--- src/rtl/lf_pkg.sv ---
// Shared state/direction types, motor patterns and sensor decode for line_follow_ctrl.
package lf_pkg;

  typedef enum logic [2:0] {
    ST_IDLE   = 3'd0,
    ST_FWD    = 3'd1,
    ST_RIGHT  = 3'd2,
    ST_LEFT   = 3'd3,
    ST_DEAD   = 3'd4,
    ST_SEARCH = 3'd5
  } lf_state_e;

  typedef enum logic [1:0] {
    DIR_FWD,
    DIR_RIGHT,
    DIR_LEFT,
    DIR_LOST
  } lf_dir_e;

  // Motor bits are {A_fwd, A_rev, B_fwd, B_rev}
  localparam logic [3:0] MOT_OFF    = 4'b0000;
  localparam logic [3:0] MOT_FWD    = 4'b1010;
  localparam logic [3:0] MOT_RIGHT  = 4'b1001;
  localparam logic [3:0] MOT_LEFT   = 4'b0110;
  localparam logic [3:0] MOT_SEARCH = 4'b0110;

  // Sensor codes are {front, left, right}
  localparam logic [2:0] SENS_LOST      = 3'b111;
  localparam logic [2:0] SENS_FWD_CLEAR = 3'b000;
  localparam logic [2:0] SENS_FWD_BOTH  = 3'b011;

  function automatic lf_dir_e sens_decode(input logic [2:0] s);
    if (s == SENS_LOST) return DIR_LOST;
    if (s == SENS_FWD_CLEAR || s == SENS_FWD_BOTH) return DIR_FWD;
    if (!s[0]) return DIR_RIGHT;
    return DIR_LEFT;
  endfunction

  function automatic lf_state_e dir_state(input lf_dir_e d);
    case (d)
      DIR_FWD:   return ST_FWD;
      DIR_RIGHT: return ST_RIGHT;
      DIR_LEFT:  return ST_LEFT;
      default:   return ST_IDLE;
    endcase
  endfunction

  function automatic logic [3:0] mot_pattern(input lf_state_e s);
    case (s)
      ST_FWD:    return MOT_FWD;
      ST_RIGHT:  return MOT_RIGHT;
      ST_LEFT:   return MOT_LEFT;
      ST_SEARCH: return MOT_SEARCH;
      default:   return MOT_OFF;
    endcase
  endfunction

endpackage

--- src/rtl/lf_pwm.sv ---
// PWM counter (period 2^PWM_W-1), per-period duty latch and comparator.
module lf_pwm #(
  parameter int PWM_W = 8
) (
  input  logic             clk,
  input  logic             rst_n,
  input  logic             en,
  input  logic [PWM_W-1:0] duty,
  output logic             pwm
);

  localparam logic [PWM_W-1:0] CNT_MAX = {{(PWM_W-1){1'b1}}, 1'b0};

  logic [PWM_W-1:0] cnt;
  logic [PWM_W-1:0] duty_q;
  logic [PWM_W-1:0] duty_eff;

  always_ff @(posedge clk or negedge rst_n) begin
    if (!rst_n) begin
      cnt    <= '0;
      duty_q <= '0;
    end else if (en) begin
      if (cnt == '0) duty_q <= duty;
      cnt <= (cnt == CNT_MAX) ? '0 : cnt + 1'b1;
    end
  end

  // The cnt=0 slot already compares against the duty being latched there.
  assign duty_eff = (cnt == '0) ? duty : duty_q;
  assign pwm      = (cnt < duty_eff);

endmodule

--- src/rtl/line_follow_ctrl.sv ---
// Line-follower motor controller: sensor debounce, direction FSM with dead time, PWM gating.
// Define LF_SEARCH_EN to make the lost-line action enter SEARCH instead of IDLE.
import lf_pkg::*;

module line_follow_ctrl #(
  parameter int PWM_W    = 8,
  parameter int DEB_CYC  = 4,
  parameter int DEAD_CYC = 2,
  parameter int LOST_CYC = 1000
) (
  input  logic             clk,
  input  logic             rst_n,
  input  logic             run,
  input  logic [2:0]       sens,
  input  logic [PWM_W-1:0] duty,
  output logic [3:0]       mot,
  output logic [2:0]       state_o
);

  localparam int DEB_W  = $clog2(DEB_CYC + 1);
  localparam int DEAD_W = $clog2(DEAD_CYC + 1);
  localparam int LOST_W = $clog2(LOST_CYC + 1);
  localparam logic [DEB_W-1:0]  DEB_LAST  = DEB_W'(DEB_CYC - 1);
  localparam logic [DEB_W-1:0]  DEB_MAX   = DEB_W'(DEB_CYC);
  localparam logic [DEAD_W-1:0] DEAD_LAST = DEAD_W'(DEAD_CYC - 1);
  localparam logic [LOST_W-1:0] LOST_LAST = LOST_W'(LOST_CYC - 1);

`ifdef LF_SEARCH_EN
  localparam lf_state_e LOST_TGT = ST_SEARCH;
`else
  localparam lf_state_e LOST_TGT = ST_IDLE;
`endif

  logic              rst_meta, rst_ok;
  logic [DEB_W-1:0]  warm_cnt;
  logic              ready;
  logic [DEB_W-1:0]  deb_cnt [3];
  logic [2:0]        filt;
  lf_dir_e           dir;
  lf_state_e         state;
  logic [DEAD_W-1:0] dead_cnt;
  logic [LOST_W-1:0] lost_cnt;
  logic              pwm;

  always_ff @(posedge clk or negedge rst_n) begin
    if (!rst_n) begin
      rst_meta <= 1'b0;
      rst_ok   <= 1'b0;
    end else begin
      rst_meta <= 1'b1;
      rst_ok   <= rst_meta;
    end
  end

  // Nothing advances until rst_ok; flops simply keep their reset values meanwhile.
  always_ff @(posedge clk or negedge rst_n) begin
    if (!rst_n) begin
      warm_cnt <= '0;
      filt     <= '0;
      for (int unsigned i = 0; i < 3; i++) deb_cnt[i] <= '0;
    end else if (rst_ok) begin
      if (!ready) warm_cnt <= warm_cnt + 1'b1;
      for (int unsigned i = 0; i < 3; i++) begin
        if (sens[i] == filt[i]) begin
          deb_cnt[i] <= '0;
        end else if (deb_cnt[i] == DEB_LAST) begin
          filt[i]    <= sens[i];
          deb_cnt[i] <= '0;
        end else begin
          deb_cnt[i] <= deb_cnt[i] + 1'b1;
        end
      end
    end
  end

  // The reset-state filter value is not trusted until a full debounce window has elapsed.
  assign ready = (warm_cnt == DEB_MAX);
  assign dir   = sens_decode(filt);

  lf_pwm #(.PWM_W(PWM_W)) u_pwm (
    .clk  (clk),
    .rst_n(rst_n),
    .en   (rst_ok),
    .duty (duty),
    .pwm  (pwm)
  );

  always_ff @(posedge clk or negedge rst_n) begin
    if (!rst_n) begin
      state    <= ST_IDLE;
      dead_cnt <= '0;
      lost_cnt <= '0;
      mot      <= '0;
    end else if (rst_ok) begin
      mot      <= mot_pattern(state) & {4{pwm}};
      dead_cnt <= '0;
      lost_cnt <= '0;
      if (!run) begin
        state <= ST_IDLE;
      end else begin
        case (state)
          ST_IDLE:
            if (ready && dir != DIR_LOST) state <= dir_state(dir);
          ST_FWD, ST_RIGHT, ST_LEFT:
            if (dir == DIR_LOST) begin
              if (lost_cnt == LOST_LAST) state <= LOST_TGT;
              else lost_cnt <= lost_cnt + 1'b1;
            end else if (dir_state(dir) != state) begin
              state <= ST_DEAD;
            end
          ST_DEAD:
            if (dead_cnt == DEAD_LAST)
              state <= (dir == DIR_LOST) ? LOST_TGT : dir_state(dir);
            else
              dead_cnt <= dead_cnt + 1'b1;
          ST_SEARCH:
            if (dir != DIR_LOST) state <= ST_DEAD;
          default:
            state <= ST_IDLE;
        endcase
      end
    end
  end

  assign state_o = state;

endmodule

--- config.mk ---
export PLATFORM = sky130hd
export DESIGN_NAME = line_follow_ctrl
export DESIGN_NICKNAME = d
export VERILOG_FILES = /design/src/rtl/lf_pkg.sv /design/src/rtl/lf_pwm.sv /design/src/rtl/line_follow_ctrl.sv
export SDC_FILE = /design/constraint.sdc
export NUM_CORES = 1
export LEC_CHECK = 0
export ABC_AREA = 1
export CAP_MARGIN = 10
export CORE_MARGIN = 2
export CORE_UTILIZATION = 50
export CTS_CLUSTER_DIAMETER = 40
export DETAILED_ROUTE_END_ITERATION = 12
export MAX_ROUTING_LAYER = met4
export PLACE_DENSITY = 0.77
export RECOVER_POWER = 50
export REMOVE_ABC_BUFFERS = 1
export SYNTH_ARGS = -nofsm -noshare
export SYNTH_HDL_FRONTEND = slang
export SYNTH_SLANG_ARGS = --single-unit
export TNS_END_PERCENT = 1
--- constraint.sdc ---
create_clock -name clk -period 2.6 [get_ports clk]
set_input_delay 0.52 -clock clk [delete_from_list [all_inputs] [get_ports clk]]
set_output_delay 0.52 -clock clk [all_outputs]
set_load 0.02 [all_outputs]
==> impl_results.md <==
* Status: finished clean
* Setup crit end kind: register
* Psw at 1.27 mW
* Total detailed-routing wirelength at 5270 µm
* WL per Instance at 12.3 µm
* Net Sw Frac at 41.4%
* Initial core utilization at 52.5%
* Total Routing Usage GR at 19.4%
* Crit start category: register
* Internal Power at 1.79 mW
* Detailed Routing Iterations Pass 1 at 4
* Worst path most repeated cell: ha_1
* Final setup viols at 0
* Num CTS Buffers at 5
* Combinational fraction of design power at 43.0%
* # DRC at 0
* Cells after DPL at 422
* Routability Congestion at 0.872
* Worst-Margin Slew at 1.22 ns
* Layout cell share with drive strength beyond 1 at 10.9%
* Hold Vio Cnt, Final at 0
* Post-route setup TNS at 0 ns
* Yosys reg bits at 52
* Slew Viols, Final at 0
* Clock Root Buffer: clkbuf_8
* Diodes inserted at 0
* Chip height at 80.5 µm
* CP required at 2.85 ns
* Final min period at 2.34 ns
* DR vias/cell at 5.10
* Number of library cell types mapped by synthesis at 39
* Syn_area_per_cell at 8.73 µm²
* Post-CTS Hold Buffers at 0
* Sequential area share after synthesis at 44.5%
* # fillers at 481
* DIE AREA at 6480 µm²
* I/O pins at 21
* Max Freq at 0.427 GHz
* Synth Flop Type: dfrtp_1
* Max IR drop VDD at 0.415 mV
* Syn. warnings at 0
* Layout area overhead at 12.3%
* TritonCTS clock tree: done
* EDFF count, synth at 0
* Reg2Reg Depth at 12
* Sequential share of power at 41.3%
* R2r setup slk at 0.26 ns
* Max cap viols at 0
* Hold Crit Class: register to register
* Setup repair after global routing missed its margin: no
* Hold Slack at 0.353 ns
* Static Leak at 1.61 nW
* Nets@finish at 388
* Vias at 2192
* Worst setup path category: register to register
* Dpl hpwl at 3960 µm
* Slowest stage delay, CP at 0.40 ns
* CP Cell Sequence: inv_1 -> ha_1 -> nand2_4 -> nor2_8 -> nand2_8 -> mux2i_1 -> ha_1 -> a21oi_1 -> nor2_1 -> a211oi_2 -> nand3_1 -> nand2_1
* Fin crit share at 90.2%
* GRT overflow at 0
* Core ar. at 5570 µm²
* Vias in the first global route at 2186
* Worst path arrival time at 2.59 ns
* Largest net degree at the start of global routing at 33
* Metal3 WL at 182 µm
* CP startpoint: u_pwm.cnt[0]
* R2R Path End: mot[1]
* Pwr/cell area at 933 nW/µm²
* Clk buf depth at 2
* # rows at 27
* Synthesized instance count at 335
* Die Wd at 80.5 µm
* Clock transition at the registers of the reported paths at 0.10 ns
* Initial antenna violation count at 0
* H-tree levels at 2
* Port Buffers at 20
* Met2 wire length at 2520 µm
* Worst setup endpoint: mot[1]
* Worst-Skew Late Latency at 0.31 ns
* Fin Clk Skew at 0.0127 ns
* Crit path max fanout at 8
* DR iter-0 viols at 114
* Hold Crit Depth at 0
* Clock power share at 15.6%
* CP max stage cell: dfrtp_1
* Top routing layer in use: met4
* Post-Layout Cell Count at 430
* Clock net sink count at 52
* Setup bufs post-CTS at 0
* Antenna-violating nets left at 0
* Worst r2r src: u_pwm.cnt[0]
* Post-Syn Area at 2920 µm²
* Async set or reset register ratio after synthesis at 100%
* Slew margin rel. at 18.8%
* Met1 Wirelength at 2500 µm
* Global-route wire length before repair at 9550 µm
==> cells in the mapped netlist (3+ instances only) <==
| master | instances | area share (%) |
|---|---|---|
| mux2i_1 | 7 | 2.4 |
| nor3_1 | 6 | 1.0 |
| nand2_1 | 68 | 8.7 |
| a21oi_1 | 11 | 1.9 |
| xor2_1 | 11 | 3.3 |
| nand2_2 | 5 | 1.1 |
| dfrtp_1 | 52 | 45 |
| ha_1 | 17 | 7.3 |
| clkbuf_1 | 4 | 0.51 |
| nor2_2 | 3 | 0.64 |
| o21ai_0 | 18 | 3.1 |
| nand2_4 | 3 | 1.2 |
| a21boi_0 | 4 | 1.0 |
| nand3_1 | 21 | 3.6 |
| inv_1 | 32 | 4.1 |
| o21ai_1 | 3 | 0.51 |
| inv_2 | 8 | 1.0 |
| nor2_1 | 29 | 3.7 |
==> cell families after synthesis <==
| group | share of synthesized area [%] |
|---|---|
| muxes | 2.40 |
| other | 0.128 |
| adders and majority gates | 7.27 |
| xor gates and xnor gates | 3.89 |
| and+or+nand+nor | 26.2 |
| buffers and inverters | 6.63 |
| AOI/OAI and AO/OA | 8.99 |
| DFF | 44.5 |
==> stage by stage <==
step | worst slack, ns | power [mW] | area [µm²] | utilization [%]
6_report | 0.256 | 3.06 | 3280 | 58.9
4_1_cts | 0.0773 | 3.09 | 3290 | 59.1
3_5_place_dp | 0.120 | 2.60 | 3200 | 57.4
3_3_place_gp | 0.214 | 2.55 | 3200 | 57.4
5_1_grt | 0.0258 | 3.37 | 3280 | 58.9
2_1_floorplan | 0.385 | 2.25 | 2890 | -
==> worst min-delay path by stage <==
stage	startpoint	to
6_report	rst_meta	rst_ok
4_1_cts	rst_n	u_pwm.duty_q[3]
5_1_grt	rst_meta	rst_ok
3_5_place_dp	rst_meta	rst_ok
2_1_floorplan	rst_n	dead_cnt[0]
3_3_place_gp	rst_meta	rst_ok
==> layout by cell type, fill, tap and decap left out, types with 3 or more instances in the layout <==
| cell | count |
|---|---|
| ha_1 | 17 |
| inv_1 | 32 |
| o21ai_1 | 3 |
| clkdlybuf4s50_1 | 17 |
| nand2_4 | 3 |
| a21boi_0 | 4 |
| nand2_1 | 68 |
| clkbuf_8 | 6 |
| nand2_2 | 5 |
| mux2i_1 | 7 |
| xor2_1 | 11 |
| o21ai_0 | 18 |
| dfrtp_1 | 52 |
| nand3_1 | 21 |
| a21oi_1 | 11 |
| nor2_1 | 29 |
| inv_2 | 8 |
| nor2_2 | 3 |
| nor3_1 | 6 |
==> registers in the layout, summed over array words and instances (netlist names) <==
name	cells
state_o	3
filt	3
rst_ok	1
mot	4
deb_cnt	9
u_pwm.cnt	8
warm_cnt	3
dead_cnt	2
rst_meta	1
lost_cnt	10
u_pwm.duty_q	8
==> critical path: cells and delay by family, from the launching register on <==
family	cells	cell delay, ns
and+or+nand+nor	6	0.58
muxes	1	0.20
buffers and inverters	1	0.20
DFF	1	0.40
AOI/OAI and AO/OA	2	0.39
adders and majority gates	2	0.51
==> cell type report <==
cell class	instances	area, µm²	area share, %
inverters	42	158	4.80
well taps	72	90.1	2.74
flip-flops and latches	52	1300	39.6
repair buffers	22	206	6.29
clock buffers	7	86.3	2.63
multi-input cells	234	1430	43.7
clock inverters	1	7.51	0.229
==> routing by layer <==
layer  track usage [%]  vias to the layer above
met5                 -                        -
met4              6.27                        0
met3              4.94                        7
met2              30.8                       31
met1              24.5                     1028
li1                  -                     1126
==> what timing repair did <==
action | in CTS | in global routing
setup endpoints to repair | 0 | 4
endpoints found under the hold margin | 0 | 0
resized for setup | 0 | 1
==> power by group through the flow <==
stage | clock network (mW) | registers, mW | logic, mW
floorplan | 0 | 1.27 | 0.982
global placement | 0 | 1.27 | 1.27
detailed placement | 0 | 1.28 | 1.32
CTS | 0.495 | 1.27 | 1.33
global route | 0.537 | 1.30 | 1.53
finish | 0.479 | 1.27 | 1.32
No activity file was read; power rests on OpenSTA's default activity.
